**src/rtl/spad_window_ctrl.sv**
```systemverilog
// spad_window_ctrl
// Circular-buffer controller for one PE scratchpad SRAM. Writes arrive as a
// valid/ready stream and land at wr_ptr. Reads are addressed relative to the
// oldest live entry (base). Releases free entries in bulk from the oldest end.
// The SRAM has a registered read port, so read data returns one cycle after
// the request, together with rd_valid.

module spad_window_ctrl #(
    parameter int DATA_WIDTH = 24,
    parameter int DEPTH      = 96,
    parameter int ADDR_WIDTH = $clog2(DEPTH),
    parameter int CNT_WIDTH  = $clog2(DEPTH + 1)
) (
    input  logic                  clk,
    input  logic                  rst,

    // write stream from the PE input FIFO
    input  logic                  in_valid,
    output logic                  in_ready,
    input  logic [DATA_WIDTH-1:0] in_data,

    // offset reads from the MAC sequencer
    input  logic                  rd_req,
    input  logic [ADDR_WIDTH-1:0] rd_offset,
    output logic                  rd_valid,
    output logic [DATA_WIDTH-1:0] rd_data,
    output logic                  rd_err,

    // bulk release from the oldest end
    input  logic                  rel_valid,
    input  logic [CNT_WIDTH-1:0]  rel_num,
    output logic                  rel_err,

    // occupancy
    output logic [CNT_WIDTH-1:0]  count,
    output logic                  full,
    output logic                  empty,

    // SRAM port
    output logic                  sram_chip_en,
    output logic                  sram_wen,
    output logic                  sram_ren,
    output logic [ADDR_WIDTH-1:0] sram_waddr,
    output logic [ADDR_WIDTH-1:0] sram_raddr,
    output logic [DATA_WIDTH-1:0] sram_din,
    input  logic [DATA_WIDTH-1:0] sram_dout
);

    // One extra bit so base + offset (both below DEPTH) cannot overflow
    // before the conditional subtract.
    localparam int                    SUM_W     = ADDR_WIDTH + 1;
    localparam logic [CNT_WIDTH-1:0]  DEPTH_CNT = CNT_WIDTH'(DEPTH);
    localparam logic [ADDR_WIDTH-1:0] LAST_ADDR = ADDR_WIDTH'(DEPTH - 1);
    localparam logic [SUM_W-1:0]      DEPTH_SUM = SUM_W'(DEPTH);

    // Modular add for a non-power-of-two ring: both operands are below DEPTH
    // (or equal to it for a full release), so one conditional subtract suffices.
    function automatic logic [ADDR_WIDTH-1:0] ring_add(
        input logic [ADDR_WIDTH-1:0] ptr,
        input logic [CNT_WIDTH-1:0]  step
    );
        logic [SUM_W-1:0] sum;
        logic [SUM_W-1:0] wrapped;
        sum     = SUM_W'(ptr) + SUM_W'(step);
        wrapped = (sum >= DEPTH_SUM) ? (sum - DEPTH_SUM) : sum;
        return wrapped[ADDR_WIDTH-1:0];
    endfunction

    // ------------------------------------------------------------------
    // State
    // ------------------------------------------------------------------
    logic [ADDR_WIDTH-1:0] wr_ptr_r;
    logic [ADDR_WIDTH-1:0] base_r;
    logic [CNT_WIDTH-1:0]  count_r;
    logic                  full_r;
    logic                  empty_r;
    logic                  rd_valid_r;
    logic                  rd_err_r;
    logic                  rel_err_r;

    // ------------------------------------------------------------------
    // Combinational decode
    // ------------------------------------------------------------------
    logic                  in_ready_s;
    logic                  wr_acc_s;
    logic                  rd_in_range_s;
    logic                  rd_acc_s;
    logic                  rd_bad_s;
    logic                  rel_in_range_s;
    logic                  rel_acc_s;
    logic                  rel_bad_s;
    logic [CNT_WIDTH-1:0]  rel_amt_s;
    logic [ADDR_WIDTH-1:0] rd_addr_s;
    logic [ADDR_WIDTH-1:0] wr_ptr_next_s;
    logic [ADDR_WIDTH-1:0] base_next_s;
    logic [CNT_WIDTH-1:0]  count_next_s;

    // Accept/reject decisions, all judged against count at the start of the cycle.
    always_comb begin
        in_ready_s     = 1'b0;
        wr_acc_s       = 1'b0;
        rd_in_range_s  = 1'b0;
        rd_acc_s       = 1'b0;
        rd_bad_s       = 1'b0;
        rel_in_range_s = 1'b0;
        rel_acc_s      = 1'b0;
        rel_bad_s      = 1'b0;
        if (rst) begin
            in_ready_s = 1'b0;
        end else begin
            in_ready_s     = (count_r < DEPTH_CNT);
            wr_acc_s       = in_valid & in_ready_s;
            rd_in_range_s  = (CNT_WIDTH'(rd_offset) < count_r);
            rd_acc_s       = rd_req & rd_in_range_s;
            rd_bad_s       = rd_req & ~rd_in_range_s;
            rel_in_range_s = (rel_num <= count_r);
            rel_acc_s      = rel_valid & rel_in_range_s;
            rel_bad_s      = rel_valid & ~rel_in_range_s;
        end
    end

    // Pointer, base and occupancy successors. Reads use the pre-release base,
    // and a same-cycle write only becomes visible through the next count.
    always_comb begin
        rel_amt_s     = {CNT_WIDTH{1'b0}};
        rd_addr_s     = ring_add(base_r, CNT_WIDTH'(rd_offset));
        wr_ptr_next_s = wr_ptr_r;
        base_next_s   = base_r;
        if (wr_acc_s) begin
            wr_ptr_next_s = (wr_ptr_r == LAST_ADDR) ? {ADDR_WIDTH{1'b0}}
                                                    : (wr_ptr_r + {{(ADDR_WIDTH-1){1'b0}}, 1'b1});
        end else begin
            wr_ptr_next_s = wr_ptr_r;
        end
        if (rel_acc_s) begin
            rel_amt_s   = rel_num;
            base_next_s = ring_add(base_r, rel_num);
        end else begin
            rel_amt_s   = {CNT_WIDTH{1'b0}};
            base_next_s = base_r;
        end
        count_next_s = count_r + CNT_WIDTH'(wr_acc_s) - rel_amt_s;
    end

    // Pointer and occupancy registers; full/empty are registered alongside count.
    always_ff @(posedge clk) begin
        if (rst) begin
            wr_ptr_r <= {ADDR_WIDTH{1'b0}};
            base_r   <= {ADDR_WIDTH{1'b0}};
            count_r  <= {CNT_WIDTH{1'b0}};
            full_r   <= 1'b0;
            empty_r  <= 1'b1;
        end else begin
            wr_ptr_r <= wr_ptr_next_s;
            base_r   <= base_next_s;
            count_r  <= count_next_s;
            full_r   <= (count_next_s == DEPTH_CNT);
            empty_r  <= (count_next_s == {CNT_WIDTH{1'b0}});
        end
    end

    // Read-return and error pulses, one cycle after the request; reset drops
    // any read in flight.
    always_ff @(posedge clk) begin
        if (rst) begin
            rd_valid_r <= 1'b0;
            rd_err_r   <= 1'b0;
            rel_err_r  <= 1'b0;
        end else begin
            rd_valid_r <= rd_acc_s;
            rd_err_r   <= rd_bad_s;
            rel_err_r  <= rel_bad_s;
        end
    end

    // ------------------------------------------------------------------
    // Outputs. SRAM controls are same-cycle because the SRAM registers them;
    // address/data buses are held at zero when no access is made.
    // ------------------------------------------------------------------
    assign in_ready     = in_ready_s;
    assign rd_valid     = rd_valid_r;
    assign rd_err       = rd_err_r;
    assign rel_err      = rel_err_r;
    assign rd_data      = sram_dout;
    assign count        = count_r;
    assign full         = full_r;
    assign empty        = empty_r;

    assign sram_wen     = wr_acc_s;
    assign sram_ren     = rd_acc_s;
    assign sram_chip_en = wr_acc_s | rd_acc_s;
    assign sram_waddr   = wr_acc_s ? wr_ptr_r  : {ADDR_WIDTH{1'b0}};
    assign sram_raddr   = rd_acc_s ? rd_addr_s : {ADDR_WIDTH{1'b0}};
    assign sram_din     = wr_acc_s ? in_data   : {DATA_WIDTH{1'b0}};

endmodule

```
**config.mk**
```make
export PLATFORM = sky130hd
export DESIGN_NAME = spad_window_ctrl
export DESIGN_NICKNAME = d
export VERILOG_FILES = /design/src/rtl/spad_window_ctrl.sv
export SDC_FILE = /design/constraint.sdc
export NUM_CORES = 1
export LEC_CHECK = 0
export CAP_MARGIN = 15
export CORE_MARGIN = 2
export CORE_UTILIZATION = 65
export CTS_CLUSTER_DIAMETER = 120
export DETAILED_ROUTE_END_ITERATION = 10
export DONT_BUFFER_PORTS = 1
export GPL_TIMING_DRIVEN = 1
export PLACE_DENSITY = 0.91
export SLEW_MARGIN = 10
export SYNTH_ARGS = -nofsm -noshare
export SYNTH_HDL_FRONTEND = slang
export SYNTH_SLANG_ARGS = --single-unit
```
**constraint.sdc**
```tcl
create_clock -name clk -period 3.9 [get_ports clk]
set_input_delay 0.39 -clock clk [delete_from_list [all_inputs] [get_ports clk]]
set_output_delay 0.39 -clock clk [all_outputs]
set_load 0.02 [all_outputs]
```
==> flow_metrics.env, run 1 <==
export IMPL_overflow=0
export IMPL_grt_total_usage=0.262
export IMPL_cap_violations=0
export IMPL_drc=0
export IMPL_highest_layer="met4"
export IMPL_die_w_um=68.5
export IMPL_p_comb_frac=0.645
export IMPL_wl_met1_um=2660
export IMPL_placed_cell_area_sq_um=2610
export IMPL_max_slew_worst_pin_slew_ns=0.804
export IMPL_cts_max_level=1
export IMPL_dr_first_iter_drc_count=116
export IMPL_async_reset_ff_frac=0
export IMPL_hp_class="primary input to register"
export IMPL_ios=145
export IMPL_gp_congestion=0.938
export IMPL_core_sq_um=4000
export IMPL_drive_gt1_frac=0.0781
export IMPL_status="completed"
export IMPL_maxSlewViolCount=0
export IMPL_synth_edf_count=0
export IMPL_port_buffers=0
export IMPL_grt_setup_unrepaired="no"
export IMPL_switching_share=0.468
export IMPL_final_core_util=0.664
export IMPL_via_per_inst=6.22
export IMPL_ctsRootBufferMaster="clkbuf_8"
export IMPL_cts_buffers=3
export IMPL_ys_ff_latch=26
export IMPL_max_slew_margin_rel=0.463
export IMPL_nets=432
export IMPL_place_inst=367
export IMPL_syn_area_sq_um=2700
export IMPL_ys_seq_area_frac=0.193
export IMPL_wl_per_cell_um=16.7
export IMPL_area_delta_synth_final_pct=-1.76
export IMPL_hold_viol=0
export IMPL_cts_clk_slew_worst_paths_ns=0.09
export IMPL_ys_flop_type="dfxtp_1"
export IMPL_vdd_ir_drop_max_v=0.000528
export IMPL_grt_pass1_wl_um=9440
export IMPL_synth_top_area_cell="dfxtp_1"
export IMPL_regArea_sq_um=522
export IMPL_synth_top_area_share=0.193
export IMPL_cp_arrival_ns=3.75
export IMPL_synthTopCellsByArea="dfxtp_1, ha_1, and3_1"
export IMPL_fp_dieH_um=68.5
export IMPL_cts_sinks=26
export IMPL_seq_power_share=0.251
export IMPL_clock_latency_ns=0.27
export IMPL_grt_max_degree=33
export IMPL_worstSetupPathType="register to register"
export IMPL_crit_path_end_kind="register"
export IMPL_setup_viol=0
export IMPL_cts_tree="done"
export IMPL_dr_pass1_iters=4
export IMPL_syn_nets=453
export IMPL_synth_common_cells="ha_1, and3_1, dfxtp_1, nand2_1, nor2_1"
export IMPL_fp_row_count=23
export IMPL_min_period_over_period=0.912
export IMPL_met3WireLength_um=511
export IMPL_worstSetupStartpointType="register"
export IMPL_max_clock_freq_mhz=281
export IMPL_avgSynthCellArea_sq_um=7.88
export IMPL_grt_pass1_vias=2081
export IMPL_num_vias=2301
export IMPL_clock_skew_ns=0.00532
export IMPL_syn_instance_count=343
export IMPL_fin_crit_ns=3.56
export IMPL_yosysMostFrequentCell="ha_1"
export IMPL_route_met2_wl_um=2930
export IMPL_die_area_sq_um=4690
export IMPL_crit_required_ns=4.10
export IMPL_ys_warn_count=0
export IMPL_finalInstanceArea_sq_um=2660
export IMPL_initial_core_util=0.676
export IMPL_synth_distinct_cells=46
export IMPL_fin_setup_tns_ns=0
export IMPL_drt_antenna_violating_nets=0
export IMPL_multi_input_area_sq_um=1890
export IMPL_p_clk_frac=0.104
export IMPL_wirelength_um=6170
export IMPL_p_int_w=0.000802
export IMPL_dp_final_hpwl_um=5000
export IMPL_clk_path_buf_depth=2
export IMPL_p_sw_w=0.000706
export IMPL_insertedDiodeCount=0
export IMPL_power_density_nw_per_um2=568
export IMPL_fin_cells=370
export IMPL_antenna_found_initial=0
export IMPL_path_max_fanout=3
export IMPL_fill_cells=317
export IMPL_leakagePower_nw=1.25
-- final cells by class --
| cell class | instances | area share |
|---|---|---|
| Clock buffer | 3 | 0.0155 |
| Inverter | 20 | 0.0283 |
| Multi-Input combinational cell | 263 | 0.712 |
| Sequential cell | 26 | 0.196 |
| Tap cell | 50 | 0.0236 |
| Timing Repair Buffer | 8 | 0.0240 |
-- cell families after synthesis --
| logic type | synth area share |
|---|---|
| AO/OA/AOI/OAI | 0.177 |
| flip-flops | 0.193 |
| AND/OR/NAND/NOR | 0.251 |
| XOR/XNOR | 0.0551 |
| buffers and inverters | 0.109 |
| multiplexers | 0.00787 |
| adder cells (fa/ha/maj) | 0.207 |
-- layout by cell type, fill, tap and decap left out, drive strengths merged, types with 8 or more instances in the layout --
cell / instances
buf: 8
nand2: 26
o21ai: 17
dfxtp: 26
inv: 20
nor2: 25
a21oi: 23
nand3: 8
xnor2: 11
ha: 40
nand2b: 9
a21o: 8
a211oi: 8
and3: 31
-- layer usage --
metal | global-route usage | vias up
met5 | 0 | -
met4 | 0.0625 | 0
met3 | 0.0666 | 6
met2 | 0.425 | 92
met1 | 0.346 | 1068
li1 | - | 1135
-- flip-flops by register name, summed over array words and instances, names as in the netlist --
name / flops
base_r: 7
count: 7
empty: 1
full: 1
rd_err: 1
rd_valid: 1
rel_err: 1
wr_ptr_r: 7
-- worst max-delay path: stages, from the launching register on --
cell and delay, ns:
dfxtp_1 0.37, inv_1 0.08, ha_1 0.30, nand3_1 0.14, nor3_2 0.29, o21ai_1 0.17
a21oi_2 0.19, and2_1 0.15, ha_1 0.12, inv_1 0.04, ha_1 0.21, fa_1 0.43
a211oi_1 0.23, o21bai_1 0.11, a21oi_1 0.18, xnor2_1 0.15, xnor2_1 0.13, nor3b_1 0.20
-- stage by stage --
| step | hold slack (ns) | worst slack (ns) | total power [W] |
|---|---|---|---|
| 2_1_floorplan | 0.455 | 0.363 | 0.00119 |
| 3_3_place_gp | 0.463 | 0.388 | 0.00131 |
| 3_5_place_dp | 0.466 | 0.230 | 0.00134 |
| 4_1_cts | 0.171 | 0.180 | 0.00149 |
| 5_1_grt | 0.160 | 0.0198 | 0.00165 |
| 6_report | 0.172 | 0.343 | 0.00151 |
-- path summary, 6_finish.rpt --
kind              cells past startpoint        start  slack (ns)     endpoint
setup / recovery                     17     count[6]        0.34         full
hold / removal                        1          rst        0.17     count[2]
setup reg to reg                     17     count[6]        0.34         full
hold reg to reg                       2  wr_ptr_r[6]        0.50  wr_ptr_r[6]
-- power groups by stage --
stage	clock, W	sequential (W)	combinational (W)
floorplan	0	0.000409	0.000777
global placement	0	0.000382	0.000924
detailed placement	0	0.000383	0.000954
CTS	0.000159	0.000377	0.000958
global route	0.000169	0.000385	0.00110
finish	0.000157	0.000378	0.000973
-- timing repair --
item | CTS | global route
buffers inserted | 0 | 0
resized for setup | 0 | 4
hold buffers | 0 | 0
endpoints found under the setup margin | 0 | 3
(Power assumes the default switching activity.)
==> run 2: changes to the inputs <==
--- a/config.mk
+++ b/config.mk
@@ -8,11 +8,12 @@
 export CAP_MARGIN = 15
 export CORE_MARGIN = 2
 export CORE_UTILIZATION = 65
+export CTS_BUF_LIST = sky130_fd_sc_hd__clkbuf_4 sky130_fd_sc_hd__clkbuf_8
 export CTS_CLUSTER_DIAMETER = 120
 export DETAILED_ROUTE_END_ITERATION = 10
 export DONT_BUFFER_PORTS = 1
 export GPL_TIMING_DRIVEN = 1
-export PLACE_DENSITY = 0.91
+export PLACE_DENSITY = 0.87
 export SLEW_MARGIN = 10
 export SYNTH_ARGS = -nofsm -noshare
 export SYNTH_HDL_FRONTEND = slang
==> run 2 against run 1 <==
Effect of this change: clock skew shrank 0.0042 ns; critical path type unchanged; core utilization is 0.72 points higher; clock power increased by 49%; cell count increased by 0.27%; power grew 6.0%; largest cell class unchanged; die area unchanged; fmax decreased by 1.4%; critical endpoint unchanged; highest routed layer unchanged; critical path depth shrank 1; global-route usage up 0.39 points; register-to-register slack got worse by 0.05 ns.
==> flow_metrics.env, run 2 (synthesis gave the netlist of run 1 again) <==
export IMPL_via_per_inst=6.17
export IMPL_maxSlewViolCount=0
export IMPL_cts_clk_slew_worst_paths_ns=0.10
export IMPL_max_slew_worst_pin_slew_ns=0.793
export IMPL_grt_max_degree=33
export IMPL_cap_violations=0
export IMPL_ios=145
export IMPL_drive_gt1_frac=0.0779
export IMPL_overflow=0
export IMPL_place_inst=367
export IMPL_leakagePower_nw=1.26
export IMPL_antenna_found_initial=0
export IMPL_max_slew_margin_rel=0.470
export IMPL_min_period_over_period=0.925
export IMPL_clock_latency_ns=0.28
export IMPL_hp_class="primary input to register"
export IMPL_crit_end="full"
export IMPL_setup_viol=0
export IMPL_fin_setup_tns_ns=0
export IMPL_cts_hold_buffers_added=0
export IMPL_reg2reg_to="full"
export IMPL_cts_tree="done"
export IMPL_num_vias=2290
export IMPL_final_core_util=0.671
export IMPL_cp_arrival_ns=3.81
export IMPL_cts_sinks=26
export IMPL_insertedDiodeCount=0
export IMPL_cts_max_level=1
export IMPL_vdd_ir_drop_max_v=0.000469
export IMPL_worstSetupStartpointType="register"
export IMPL_die_w_um=68.5
export IMPL_cts_buffers=3
export IMPL_dr_pass1_iters=4
export IMPL_fill_cells=314
export IMPL_wirelength_um=6310
export IMPL_clk_path_buf_depth=2
export IMPL_crit_start="count[3]"
export IMPL_core_sq_um=4000
export IMPL_fin_crit_ns=3.61
export IMPL_dp_final_hpwl_um=4970
export IMPL_dr_first_iter_drc_count=137
export IMPL_drc=0
export IMPL_wl_per_cell_um=17.0
export IMPL_max_clock_freq_mhz=277
export IMPL_final_common_cell="ha_1"
export IMPL_gp_congestion=0.904
export IMPL_worstRegToRegCells=16
export IMPL_ctsRootBufferMaster="clkbuf_8"
export IMPL_drt_antenna_violating_nets=0
export IMPL_die_area_sq_um=4690
export IMPL_fp_row_count=23
export IMPL_nets=432
export IMPL_grt_total_usage=0.266
export IMPL_crit_required_ns=4.10
export IMPL_grt_pass1_wl_um=9440
export IMPL_fp_dieH_um=68.5
export IMPL_r2r_start="count[3]"
export IMPL_worstSetupPathType="register to register"
export IMPL_path_max_fanout=3
export IMPL_area_delta_synth_final_pct=-0.694
export IMPL_r2r_slack_ns=0.29
export IMPL_fin_cells=371
export IMPL_port_buffers=0
export IMPL_grt_setup_unrepaired="no"
export IMPL_grt_pass1_vias=2048
export IMPL_power_density_nw_per_um2=596
export IMPL_crit_path_end_kind="register"
export IMPL_status="completed"
export IMPL_final_cell_mix="ha_1, and3_1, nand2_1, dfxtp_1, nor2_1"
export IMPL_clock_skew_ns=0.00115
export IMPL_hold_viol=0
export IMPL_initial_core_util=0.676
export IMPL_timing_hold_ws_ns=0.167
==> run 2: cell count changes in the layout (fill, tap and decap cells not counted) <==
cell / previous run / this run
dfxtp_1: 25 / 26
o21ai_0: 15 / 16
dfxtp_2: 1 / 0
o21ai_1: 2 / 1
bufinv_16: 0 / 1
==> run 2: worst min-delay path by stage <==
stage / slack [ns] / from / end / cells past startpoint
CTS: 0.16 / rst / wr_ptr_r[6] / 1
global route: 0.16 / rst / count[6] / 1
floorplan: 0.45 / wr_ptr_r[6] / wr_ptr_r[6] / 2
finish: 0.17 / rst / count[6] / 1
global placement: 0.46 / rst / wr_ptr_r[6] / 1
detailed placement: 0.46 / rst / wr_ptr_r[6] / 1
==> run 2: power breakdown <==
group          internal, W  total [W]  switching (W)
combinational     0.000412   0.000986       0.000573
sequential        0.000322   0.000380      0.0000572
clock             0.000138   0.000234      0.0000964
==> run 2: stage by stage <==
stage               setup WS, ns  total power [W]  cell area [sq um]
detailed placement         0.368          0.00135               2610
global placement           0.486          0.00132               2610
finish                     0.292          0.00160               2690
global route              0.0421          0.00172               2690
floorplan                  0.363          0.00119               2700
CTS                        0.320          0.00159               2680
==> run 2: layout make-up <==
class | instances | area, sq um | area share
Timing Repair Buffer | 8 | 63.8 | 0.0238
Tap cell | 50 | 62.6 | 0.0233
Sequential cell | 26 | 520 | 0.194
Multi-Input combinational cell | 263 | 1890 | 0.705
Inverter | 20 | 75.1 | 0.0280
Clock buffer | 3 | 41.3 | 0.0154
Clock inverter | 1 | 30.0 | 0.0112
==> run 2: worst max-delay path, cell delays in order (launching register included) <==
cell      delay (ns)
dfxtp_1         0.36
inv_1           0.08
ha_1            0.30
nand2_1         0.09
o21ai_0         0.42
a21oi_2         0.15
and2_1          0.19
ha_1            0.27
inv_1           0.04
ha_1            0.21
fa_1            0.44
a211oi_1        0.23
o21bai_1        0.10
a21oi_1         0.18
xnor2_1         0.15
xnor2_1         0.13
nor3b_1         0.21
==> run 2: repair_timing <==
| action | in CTS | in global routing |
|---|---|---|
| setup endpoints to repair | 0 | 1 |
| buffers inserted | 0 | 0 |
| resized for setup | 0 | 2 |
==> run 2: per-layer routing <==
layer / vias up / global-route usage / wire [um]
li1: 1140 / - / -
met4: 0 / 0.0925 / 109
met2: 67 / 0.431 / 2990
met3: 12 / 0.0633 / 379
met1: 1071 / 0.343 / 2840
met5: - / 0 / 0
